===== src/rtl/fast_circle_fetch_if.sv =====
// rtl/fast_circle_fetch_if.sv - fetch request, pixel stream, writer and SRAM port bundle
interface fast_circle_fetch_if #(
   parameter int PIXEL_DEPTH = 8,
   parameter int X_MAX       = 64,
   parameter int Y_MAX       = 48
);
   localparam int XW = $clog2(X_MAX) + 1;
   localparam int YW = $clog2(Y_MAX) + 1;

   logic                   start;
   logic signed [XW-1:0]   cx;
   logic signed [YW-1:0]   cy;
   logic                   busy;
   logic                   done;
   logic                   px_valid;
   logic [4:0]             px_idx;
   logic [PIXEL_DEPTH-1:0] px_data;
   logic                   wr_req;
   logic signed [XW-1:0]   wr_x;
   logic signed [YW-1:0]   wr_y;
   logic [PIXEL_DEPTH-1:0] wr_data;
   logic                   wr_gnt;
   logic [XW-1:0]          sram_x_addr;
   logic [YW-1:0]          sram_y_addr;
   logic                   sram_ren;
   logic                   sram_wen;
   logic [PIXEL_DEPTH-1:0] sram_wdat;
   logic [PIXEL_DEPTH-1:0] sram_rdat;

   modport slave (
      input  start, cx, cy, wr_req, wr_x, wr_y, wr_data, sram_rdat,
      output busy, done, px_valid, px_idx, px_data, wr_gnt,
             sram_x_addr, sram_y_addr, sram_ren, sram_wen, sram_wdat
   );

   modport master (
      output start, cx, cy, wr_req, wr_x, wr_y, wr_data, sram_rdat,
      input  busy, done, px_valid, px_idx, px_data, wr_gnt,
             sram_x_addr, sram_y_addr, sram_ren, sram_wen, sram_wdat
   );
endinterface


===== src/rtl/fast_circle_fetch.sv =====
// rtl/fast_circle_fetch.sv - FAST radius-3 circle pixel fetcher sharing one SRAM port with a writer
module fast_circle_fetch #(
   parameter int PIXEL_DEPTH = 8,
   parameter int X_MAX       = 64,
   parameter int Y_MAX       = 48
) (
   input logic                 clk,
   input logic                 n_rst,
   fast_circle_fetch_if.slave  bus
);
   localparam int XW = $clog2(X_MAX) + 1;
   localparam int YW = $clog2(Y_MAX) + 1;

   typedef enum logic [1:0] {S_IDLE, S_FETCH, S_DRAIN} state_t;

   state_t               state_q, state_d;
   logic signed [XW-1:0] cx_q, cx_d;
   logic signed [YW-1:0] cy_q, cy_d;
   logic [4:0]           idx_q, idx_d;
   logic                 rr_wr_q, rr_wr_d;
   logic                 pv_q, pv_d;
   logic [4:0]           pidx_q, pidx_d;
   logic                 poob_q, poob_d;
   logic [XW-1:0]        ax_q, ax_d;
   logic [YW-1:0]        ay_q, ay_d;

   logic [3:0]           dx, dy;
   logic signed [XW:0]   rd_x;
   logic signed [YW:0]   rd_y;
   logic                 rd_oob, wr_oob, wr_win, rd_issue;

   // Circle offsets as 4-bit two's complement; idx 0 is the centre
   always_comb begin
      dx = 4'h0;
      dy = 4'h0;
      case (idx_q)
         5'd1:  begin dx = 4'h0; dy = 4'hD; end
         5'd2:  begin dx = 4'h1; dy = 4'hD; end
         5'd3:  begin dx = 4'h2; dy = 4'hE; end
         5'd4:  begin dx = 4'h3; dy = 4'hF; end
         5'd5:  begin dx = 4'h3; dy = 4'h0; end
         5'd6:  begin dx = 4'h3; dy = 4'h1; end
         5'd7:  begin dx = 4'h2; dy = 4'h2; end
         5'd8:  begin dx = 4'h1; dy = 4'h3; end
         5'd9:  begin dx = 4'h0; dy = 4'h3; end
         5'd10: begin dx = 4'hF; dy = 4'h3; end
         5'd11: begin dx = 4'hE; dy = 4'h2; end
         5'd12: begin dx = 4'hD; dy = 4'h1; end
         5'd13: begin dx = 4'hD; dy = 4'h0; end
         5'd14: begin dx = 4'hD; dy = 4'hF; end
         5'd15: begin dx = 4'hE; dy = 4'hE; end
         5'd16: begin dx = 4'hF; dy = 4'hD; end
         default: begin dx = 4'h0; dy = 4'h0; end
      endcase
   end

   // One extra bit of width so centre+offset never wraps into the image
   assign rd_x   = {cx_q[XW-1], cx_q} + {{(XW-3){dx[3]}}, dx};
   assign rd_y   = {cy_q[YW-1], cy_q} + {{(YW-3){dy[3]}}, dy};
   assign rd_oob = rd_x[XW] | (rd_x[XW-1:0] > XW'(X_MAX - 1)) |
                   rd_y[YW] | (rd_y[YW-1:0] > YW'(Y_MAX - 1));
   assign wr_oob = bus.wr_x[XW-1] | (bus.wr_x > XW'(X_MAX - 1)) |
                   bus.wr_y[YW-1] | (bus.wr_y > YW'(Y_MAX - 1));

   always_comb begin
      state_d  = state_q;
      cx_d     = cx_q;
      cy_d     = cy_q;
      idx_d    = idx_q;
      rr_wr_d  = rr_wr_q;
      pv_d     = 1'b0;
      pidx_d   = pidx_q;
      poob_d   = 1'b0;
      wr_win   = 1'b0;
      rd_issue = 1'b0;
      case (state_q)
         S_IDLE: begin
            wr_win = bus.wr_req;
            if (bus.start) begin
               cx_d    = bus.cx;
               cy_d    = bus.cy;
               idx_d   = 5'd0;
               state_d = S_FETCH;
            end
         end
         S_FETCH: begin
            if (bus.wr_req && !rr_wr_q) begin
               wr_win  = 1'b1;
               rr_wr_d = 1'b1;
            end else begin
               rd_issue = 1'b1;
               if (bus.wr_req) rr_wr_d = 1'b0;
            end
            if (rd_issue) begin
               pv_d   = 1'b1;
               pidx_d = idx_q;
               poob_d = rd_oob;
               idx_d  = idx_q + 5'd1;
               if (idx_q == 5'd16) state_d = S_DRAIN;
            end
         end
         S_DRAIN: begin
            wr_win  = bus.wr_req;
            state_d = S_IDLE;
         end
         default: state_d = S_IDLE;
      endcase
   end

   // Address lines hold their last value when the port is idle
   always_comb begin
      ax_d = ax_q;
      ay_d = ay_q;
      if (wr_win) begin
         ax_d = bus.wr_x;
         ay_d = bus.wr_y;
      end else if (rd_issue) begin
         ax_d = rd_x[XW-1:0];
         ay_d = rd_y[YW-1:0];
      end
   end

   assign bus.sram_x_addr = ax_d;
   assign bus.sram_y_addr = ay_d;
   assign bus.sram_ren    = rd_issue & ~rd_oob;
   assign bus.sram_wen    = wr_win & ~wr_oob;
   assign bus.sram_wdat   = bus.wr_data;
   assign bus.wr_gnt      = wr_win;
   assign bus.busy        = (state_q != S_IDLE);
   assign bus.px_valid    = pv_q;
   assign bus.px_idx      = pv_q ? pidx_q : 5'd0;
   assign bus.px_data     = (pv_q && !poob_q) ? bus.sram_rdat : '0;
   assign bus.done        = pv_q && (pidx_q == 5'd16);

   always_ff @(posedge clk or negedge n_rst) begin
      if (!n_rst) begin
         state_q <= S_IDLE;
         cx_q    <= '0;
         cy_q    <= '0;
         idx_q   <= '0;
         rr_wr_q <= 1'b0;
         pv_q    <= 1'b0;
         pidx_q  <= '0;
         poob_q  <= 1'b0;
         ax_q    <= '0;
         ay_q    <= '0;
      end else begin
         state_q <= state_d;
         cx_q    <= cx_d;
         cy_q    <= cy_d;
         idx_q   <= idx_d;
         rr_wr_q <= rr_wr_d;
         pv_q    <= pv_d;
         pidx_q  <= pidx_d;
         poob_q  <= poob_d;
         ax_q    <= ax_d;
         ay_q    <= ay_d;
      end
   end
endmodule

===== src/flat_wrapper.sv =====
// flat-port wrapper written by rule: the top's interface ports become plain ports
module fast_circle_fetch_flat 
#(
   parameter int PIXEL_DEPTH = 8,
   parameter int X_MAX       = 64,
   parameter int Y_MAX       = 48
)
  (clk, n_rst, bus_start, bus_cx, bus_cy, bus_wr_req, bus_wr_x, bus_wr_y, bus_wr_data, bus_sram_rdat, bus_busy, bus_done, bus_px_valid, bus_px_idx, bus_px_data, bus_wr_gnt, bus_sram_x_addr, bus_sram_y_addr, bus_sram_ren, bus_sram_wen, bus_sram_wdat);
  fast_circle_fetch_if #(.PIXEL_DEPTH(PIXEL_DEPTH), .X_MAX(X_MAX), .Y_MAX(Y_MAX)) bus_i ();
  input logic clk;
  input logic n_rst;
  input wire logic [$bits(bus_i.start)-1:0] bus_start;
  input wire logic [$bits(bus_i.cx)-1:0] bus_cx;
  input wire logic [$bits(bus_i.cy)-1:0] bus_cy;
  input wire logic [$bits(bus_i.wr_req)-1:0] bus_wr_req;
  input wire logic [$bits(bus_i.wr_x)-1:0] bus_wr_x;
  input wire logic [$bits(bus_i.wr_y)-1:0] bus_wr_y;
  input wire logic [$bits(bus_i.wr_data)-1:0] bus_wr_data;
  input wire logic [$bits(bus_i.sram_rdat)-1:0] bus_sram_rdat;
  output wire logic [$bits(bus_i.busy)-1:0] bus_busy;
  output wire logic [$bits(bus_i.done)-1:0] bus_done;
  output wire logic [$bits(bus_i.px_valid)-1:0] bus_px_valid;
  output wire logic [$bits(bus_i.px_idx)-1:0] bus_px_idx;
  output wire logic [$bits(bus_i.px_data)-1:0] bus_px_data;
  output wire logic [$bits(bus_i.wr_gnt)-1:0] bus_wr_gnt;
  output wire logic [$bits(bus_i.sram_x_addr)-1:0] bus_sram_x_addr;
  output wire logic [$bits(bus_i.sram_y_addr)-1:0] bus_sram_y_addr;
  output wire logic [$bits(bus_i.sram_ren)-1:0] bus_sram_ren;
  output wire logic [$bits(bus_i.sram_wen)-1:0] bus_sram_wen;
  output wire logic [$bits(bus_i.sram_wdat)-1:0] bus_sram_wdat;
  assign bus_i.start = bus_start;
  assign bus_i.cx = bus_cx;
  assign bus_i.cy = bus_cy;
  assign bus_i.wr_req = bus_wr_req;
  assign bus_i.wr_x = bus_wr_x;
  assign bus_i.wr_y = bus_wr_y;
  assign bus_i.wr_data = bus_wr_data;
  assign bus_i.sram_rdat = bus_sram_rdat;
  assign bus_busy = bus_i.busy;
  assign bus_done = bus_i.done;
  assign bus_px_valid = bus_i.px_valid;
  assign bus_px_idx = bus_i.px_idx;
  assign bus_px_data = bus_i.px_data;
  assign bus_wr_gnt = bus_i.wr_gnt;
  assign bus_sram_x_addr = bus_i.sram_x_addr;
  assign bus_sram_y_addr = bus_i.sram_y_addr;
  assign bus_sram_ren = bus_i.sram_ren;
  assign bus_sram_wen = bus_i.sram_wen;
  assign bus_sram_wdat = bus_i.sram_wdat;
  fast_circle_fetch #(.PIXEL_DEPTH(PIXEL_DEPTH), .X_MAX(X_MAX), .Y_MAX(Y_MAX)) u_core (.clk(clk), .n_rst(n_rst), .bus(bus_i));
endmodule

===== config.mk =====
export PLATFORM = sky130hd
export DESIGN_NAME = fast_circle_fetch_flat
export DESIGN_NICKNAME = d
export VERILOG_FILES = /design/src/rtl/fast_circle_fetch_if.sv /design/src/rtl/fast_circle_fetch.sv /design/src/flat_wrapper.sv
export SDC_FILE = /design/constraint.sdc
export NUM_CORES = 1
export LEC_CHECK = 0
export ABC_AREA = 1
export CORE_MARGIN = 10
export CORE_UTILIZATION = 44
export CTS_BUF_LIST = sky130_fd_sc_hd__clkbuf_8
export DETAILED_ROUTE_END_ITERATION = 16
export PLACE_DENSITY = 0.79
export SYNTH_ARGS = -nofsm -noshare
export SYNTH_HDL_FRONTEND = slang
export SYNTH_SLANG_ARGS = --single-unit

===== constraint.sdc =====
create_clock -name clk -period 3.2 [get_ports clk]
set_input_delay 0.64 -clock clk [delete_from_list [all_inputs] [get_ports clk]]
set_output_delay 0.64 -clock clk [all_outputs]
set_load 0.05 [all_outputs]

* Yosys cells after proc, flatten, opt, wreduce, memory -nomap -nowiden
Memories as Yosys holds them, arrays and structs flattened.
Index checks and enable logic that the tools add are counted.
** Cells by class
- Add/subtract/negate cells :: 3
- Order comparisons :: 4
- Eq/ne operators :: 7
- Mux-type cells :: 24
- Bitwise logic cells :: 10
- Reductions and logical operators :: 15
** Operator list (count)
- $mux W7 :: 4
- $add A7 B4 Y8 :: 2
- $mux W5 :: 3
- $gt A7 B6 Y1 const B :: 2
- $gt A7 B7 Y1 const B :: 2
- $eq A5 B5 Y1 const B :: 2
- $mux W1 :: 10
- $pmux W5 S2 :: 1
- $mux W8 :: 1
- $mux W2 :: 3
- $or A1 B1 Y1 :: 6
- $reduce_and A2 Y1 :: 3
- $reduce_and A3 Y1 :: 2
- $reduce_bool A2 Y1 :: 3
- $add A5 B1 Y5 const B :: 1
- $ne A2 B1 Y1 const B :: 2
- $pmux W2 S2 :: 1
- $logic_and A1 B1 Y1 :: 3
- $and A1 B1 Y1 :: 2
- $eq A2 B1 Y1 const B :: 1
- $eq A2 B2 Y1 const B :: 1
- $logic_not A1 Y1 :: 2
- $logic_not A2 Y1 :: 1
- $ne A2 B2 Y1 const B :: 1
- 3 further kinds :: 4
** Storage, ports and cells
- Register bits after elaboration :: 43
- Bits in read-only memories :: 256
- Word-level logic and storage cells :: 74
- Memories :: 1
** Memory list
- (name not given) :: words 32, width 8, rd ports 1, clocked after Yosys merged registers in 0, write ports 0, line fast_circle_fetch.sv:36 : case (idx_q)

* Logic depth before layout (Yosys ltp)
An unclocked memory read counts as a cell.
- Depth after elaboration :: 8
- Mapped depth :: 17

* Worst setup path after synthesis
OpenSTA, ideal clock, no wires.
- Kind :: reg2out
- Start :: reg u_core.idx_q[1]
- End :: out bus_sram_y_addr[4]
- Data arrival time :: 3402 ps
- Required time :: 2560 ps
- Slack :: -842 ps
- Cell stages (with the launch flop) :: 14
- Cell sequence :: dfrtp_1 > inv_1 > ha_1 > nor3_1 > o41ai_1 > ha_1 > inv_1 > fa_1 > inv_1 > nand2_1 > nand2_1 > xor2_1 > nor2_1 > o21ai_0
** On the way
- Longest elaborated chain between the ends :: 4
** RTL lines
- from (decl) :: line fast_circle_fetch.sv:19 : logic [4:0] idx_q, idx_d;
- from (signal assigned) :: line fast_circle_fetch.sv:151 : idx_q <= idx_d;
- $mem_v2 Z32 W8
- $add A7 B4 Y8 :: line fast_circle_fetch.sv:59 : assign rd_y = {cy_q[YW-1], cy_q} + {{(YW-3){dy[3]}}, dy};
- $mux W7 :: line fast_circle_fetch.sv:117 : end else if (rd_issue) begin
- $mux W7 :: line fast_circle_fetch.sv:114 : if (wr_win) begin
- to (decl) :: line flat_wrapper.sv:27 : output wire logic [$bits(bus_i.sram_y_addr)-1:0] bus_sram_y_addr;
No other way between the ends.

* Final worst setup path
- Start :: reg u_core.idx_q[0]
- End :: out bus_sram_ren
** On the way
- Longest elaborated chain between the ends :: 8
** RTL lines
- $mem_v2 Z32 W8 (*)
- $add A7 B4 Y8 :: line fast_circle_fetch.sv:58 : assign rd_x = {cx_q[XW-1], cx_q} + {{(XW-3){dx[3]}}, dx};
- $gt A7 B6 Y1 :: line fast_circle_fetch.sv:60 : assign rd_oob = rd_x[XW] | (rd_x[XW-1:0] > XW'(X_MAX - 1)) |
- $or A1 B1 Y1 (2 in a row) :: line fast_circle_fetch.sv:60
- $or A1 B1 Y1 (*) :: line fast_circle_fetch.sv:61 : rd_y[YW] | (rd_y[YW-1:0] > YW'(Y_MAX - 1));
- $not A1 Y1 (*) :: line fast_circle_fetch.sv:125 : assign bus.sram_ren = rd_issue & ~rd_oob;
- $and A1 B1 Y1 (*) :: line fast_circle_fetch.sv:125
- to (decl) :: line flat_wrapper.sv:28 : output wire logic [$bits(bus_i.sram_ren)-1:0] bus_sram_ren;
Mark *: on every way between the ends. The rest lies on a longest branch, timed or not.

==> metrics.csv <==
metric,value,unit
status,finished with violations,
violated checks,setup timing,
Syn-to-layout area delta,56.3,%
Main synth FF type,dfrtp_1,
All-Layer GR Usage,16.0,%
Final period util,112,%
Fin Setup TNS,-3.02,ns
Unique masters post-synth,38,
critical path data required time,2.56,ns
I/O pin cnt,89,
Worst Hold Class,in2async,
CP endpoint kind,output pin,
num rows,29,
register clock-pin slew on the reported worst setup and hold paths,0.08,ns
"top cells by count, synth","nand2_1 (90), inv_1 (45), dfrtp_1 (43)",
Post-Syn Area,2870,µm²
post-synthesis compound-gate area fraction,11.5,%
total wire length,8950,µm
Post-synth EDFFs,0,
GRT overflow,0,
first-pass GRT wire length,13400,µm
CP top delay family,simple AND/OR/NAND/NOR gates,
post-synth top area cell,dfrtp_1,
Final Wtd Congestion,0.941,
First DRT Iteration DRCs,149,
post-route insts no fill,541,
via count,2911,
initial antenna violation count,0,
Pre-antenna DRT Iters,5,
I/O Buffers,72,
Final Hold Viols,0,
WL per Instance,16.5,µm
hold_buf cts,0,
most frequent cell after synthesis,nand2_1,
Max Fclk,0.279,GHz
clock sink total,43,
Simple-Gate Fraction of Synth Area,22.7,%
sequential element share of the synthesized area,37.5,%
Seq cells post-synth,43,
Worst path max stage delay,0.41,ns
CP most frequent cell,nand2_1,
Starting Density,45.2,%
Max Slew Vio Count,0,
Synth area leaders,"dfrtp_1 (38%), nand2_1 (12%), ha_1 (8.7%)",
RSZ-0062 raised after global routing,true,
Crit Path Category,reg2out,
post-synth top area share,37.5,%
xor and xnor area share after synthesis,2.14,%
Core ar.,6350,µm²
Relative slew margins,37.5,%
nets@finish,533,
syn nets,431,
DRC Markers,0,
utilization after layout,70.6,%
"Clk Latency, worst-skew pair",0.30,ns
post-synthesis cell count,361,
CTS buffer count,5,
DP Area,4030,µm²
Ys Warns,0,
crit-path max FO,5,
H-tree levels,2,
asr flop ratio synth,100,%
mux cell area share after synthesis,5.10,%
CTS tree,done,
"Max stage delay cell, worst path",dfrtp_1,
Critical Path AT,2.94,ns
die height,101,µm
worst-margin pin slew,0.937,ns
Syn Area/Cell,7.94,µm²
Max Cap Violations,0,
clk_skew,0.00688,ns
final setup fails,13,
hpwl dp,6280,µm
ANT nets after route,0,
largest net degree at the start of global routing,44,
CTS Root Cell,clkbuf_8,
worst setup margin,-0.382,ns
die footprint,10100,µm²
startpoint types,flop,
Avg Vias per Cell,5.38,
largest family of logic cells by synthesized area,simple AND/OR/NAND/NOR gates,
maximum clock path buffer count,2,
Antenna diodes,0,
Final Critical Period,3.58,ns
Placed Instances,522,
Post-Synth Adder-Cell Area,10.1,%
vias in the first global route,2867,
die width,101,µm
Bufs and invs on worst path,2,
Final Cell Area,4480,µm²
share of layout cells above drive strength 1,34.5,%
crit-path cells,inv_2 > ha_4 > o21ai_0 > o21ai_0 > nand2_1 > nand2_4 > ha_4 > nand2_1 > nor2_1 > nand2_1 > nand3_2 > nand2_1 > nand2_1 > nand2_1 > nor2_4 > nand2_2 > nor2_4 > buf_12,
==> per-layer routing <==
layer  wire [µm]  part of all wire [%]  global-route usage, %  vias up
met5           0                     0                      0        -
met4         255                   2.9                   5.98        0
met3         839                   9.4                   4.87       26
met2        4390                    49                   27.6      148
met1        3460                    39                   18.1     1377
li1            -                     -                      -     1360
==> cell type report <==
cell class,count,area (µm²)
fill,458,1870
clock buffer,5,68.8
tap,77,96.3
clock inverter,3,12.5
timing repair buffer,112,1210
inverter,49,188
multi-input combinational,252,1830
sequential,43,1080
==> what timing repair did <==
| item | in CTS | in global routing |
|---|---|---|
| resized for setup | 33 | 44 |
| setup endpoints to repair | 13 | 13 |
| pin swaps | 26 | 41 |
| setup buffers | 4 | 7 |
==> registers in the layout (all words and copies together) (netlist names) <==
register,flops
u_core.state_q,2
u_core.ax_q,7
u_core.pidx_q,5
u_core.rr_wr_q,1
u_core.cy_q,7
u_core.idx_q,5
u_core.poob_q,1
u_core.ay_q,7
u_core.cx_q,7
u_core.bus.px_valid,1
==> per-stage QoR <==
step                      worst slack (ns)  hold slack (ns)
final                               -0.382            0.475
after global routing                -0.511            0.540
after CTS                           -0.318            0.494
after detailed placement            -0.104            0.474
after global placement            -0.00709            0.467
after floorplan                    -0.0755            0.344
==> logic make-up after synthesis <==
group                    after synthesis
AND/OR/NAND/NOR                      155
buffers and inverters                 66
AO/OA/AOI/OAI                         55
flip-flops                            43
adder cells (fa/ha/maj)               22
multiplexers                          13
XOR/XNOR                               7
==> cells in the final DEF (no fill, tap or decap), types with 3 or more instances in the layout <==
master           instances
nor2_4                   4
nor3_1                   3
o21ai_4                  4
inv_1                   42
buf_12                  18
buf_6                    3
nand3_1                  6
a21oi_1                  6
nand2_2                 13
a21oi_2                  7
buf_4                   36
nand2_4                  3
nand4_1                  4
o21ai_0                 13
nand3_2                  7
inv_2                    7
nor2_2                   4
o21ai_2                  7
o21ai_1                  6
mux2_2                  13
xor2_1                   4
clkbuf_8                 5
ha_2                     4
ha_1                    11
nand2_1                 77
clkdlybuf4s50_1         54
dfrtp_1                 42
nor3_2                   3
nor2_1                  30
ha_4                     5
==> worst reg2reg max path: stages (launching register included) <==
cell and delay [ns]:
dfrtp_1 0.44, ha_2 0.22, inv_2 0.09, nor3_2 0.06
o41ai_2 0.32, ha_2 0.24, inv_2 0.04, fa_2 0.34
inv_2 0.08, nand2_2 0.06, nand2_2 0.07, xor2_2 0.18
nor2_1 0.07, o21ai_2 0.19, buf_4 0.14
==> final timing paths <==
| kind | startpoint | to | cells past startpoint | slack, ns |
|---|---|---|---|---|
| setup / recovery | u_core.idx_q[0] | bus_sram_ren | 18 | -0.38 |
| hold / removal | n_rst | u_core.ay_q[3] | 1 | 0.47 |
| setup reg to reg | u_core.idx_q[1] | u_core.ay_q[4] | 14 | 0.60 |
| hold reg to reg | u_core.pidx_q[4] | u_core.pidx_q[4] | 2 | 0.49 |
| max in group asynchronous | n_rst | u_core.idx_q[2] | 1 | 2.09 |
| min in group clk | u_core.pidx_q[4] | u_core.pidx_q[4] | 2 | 0.49 |
Power is left out: the tool's default activity adds up to more than one toggle a clock period on the data nets, which glitch-free logic cannot reach.
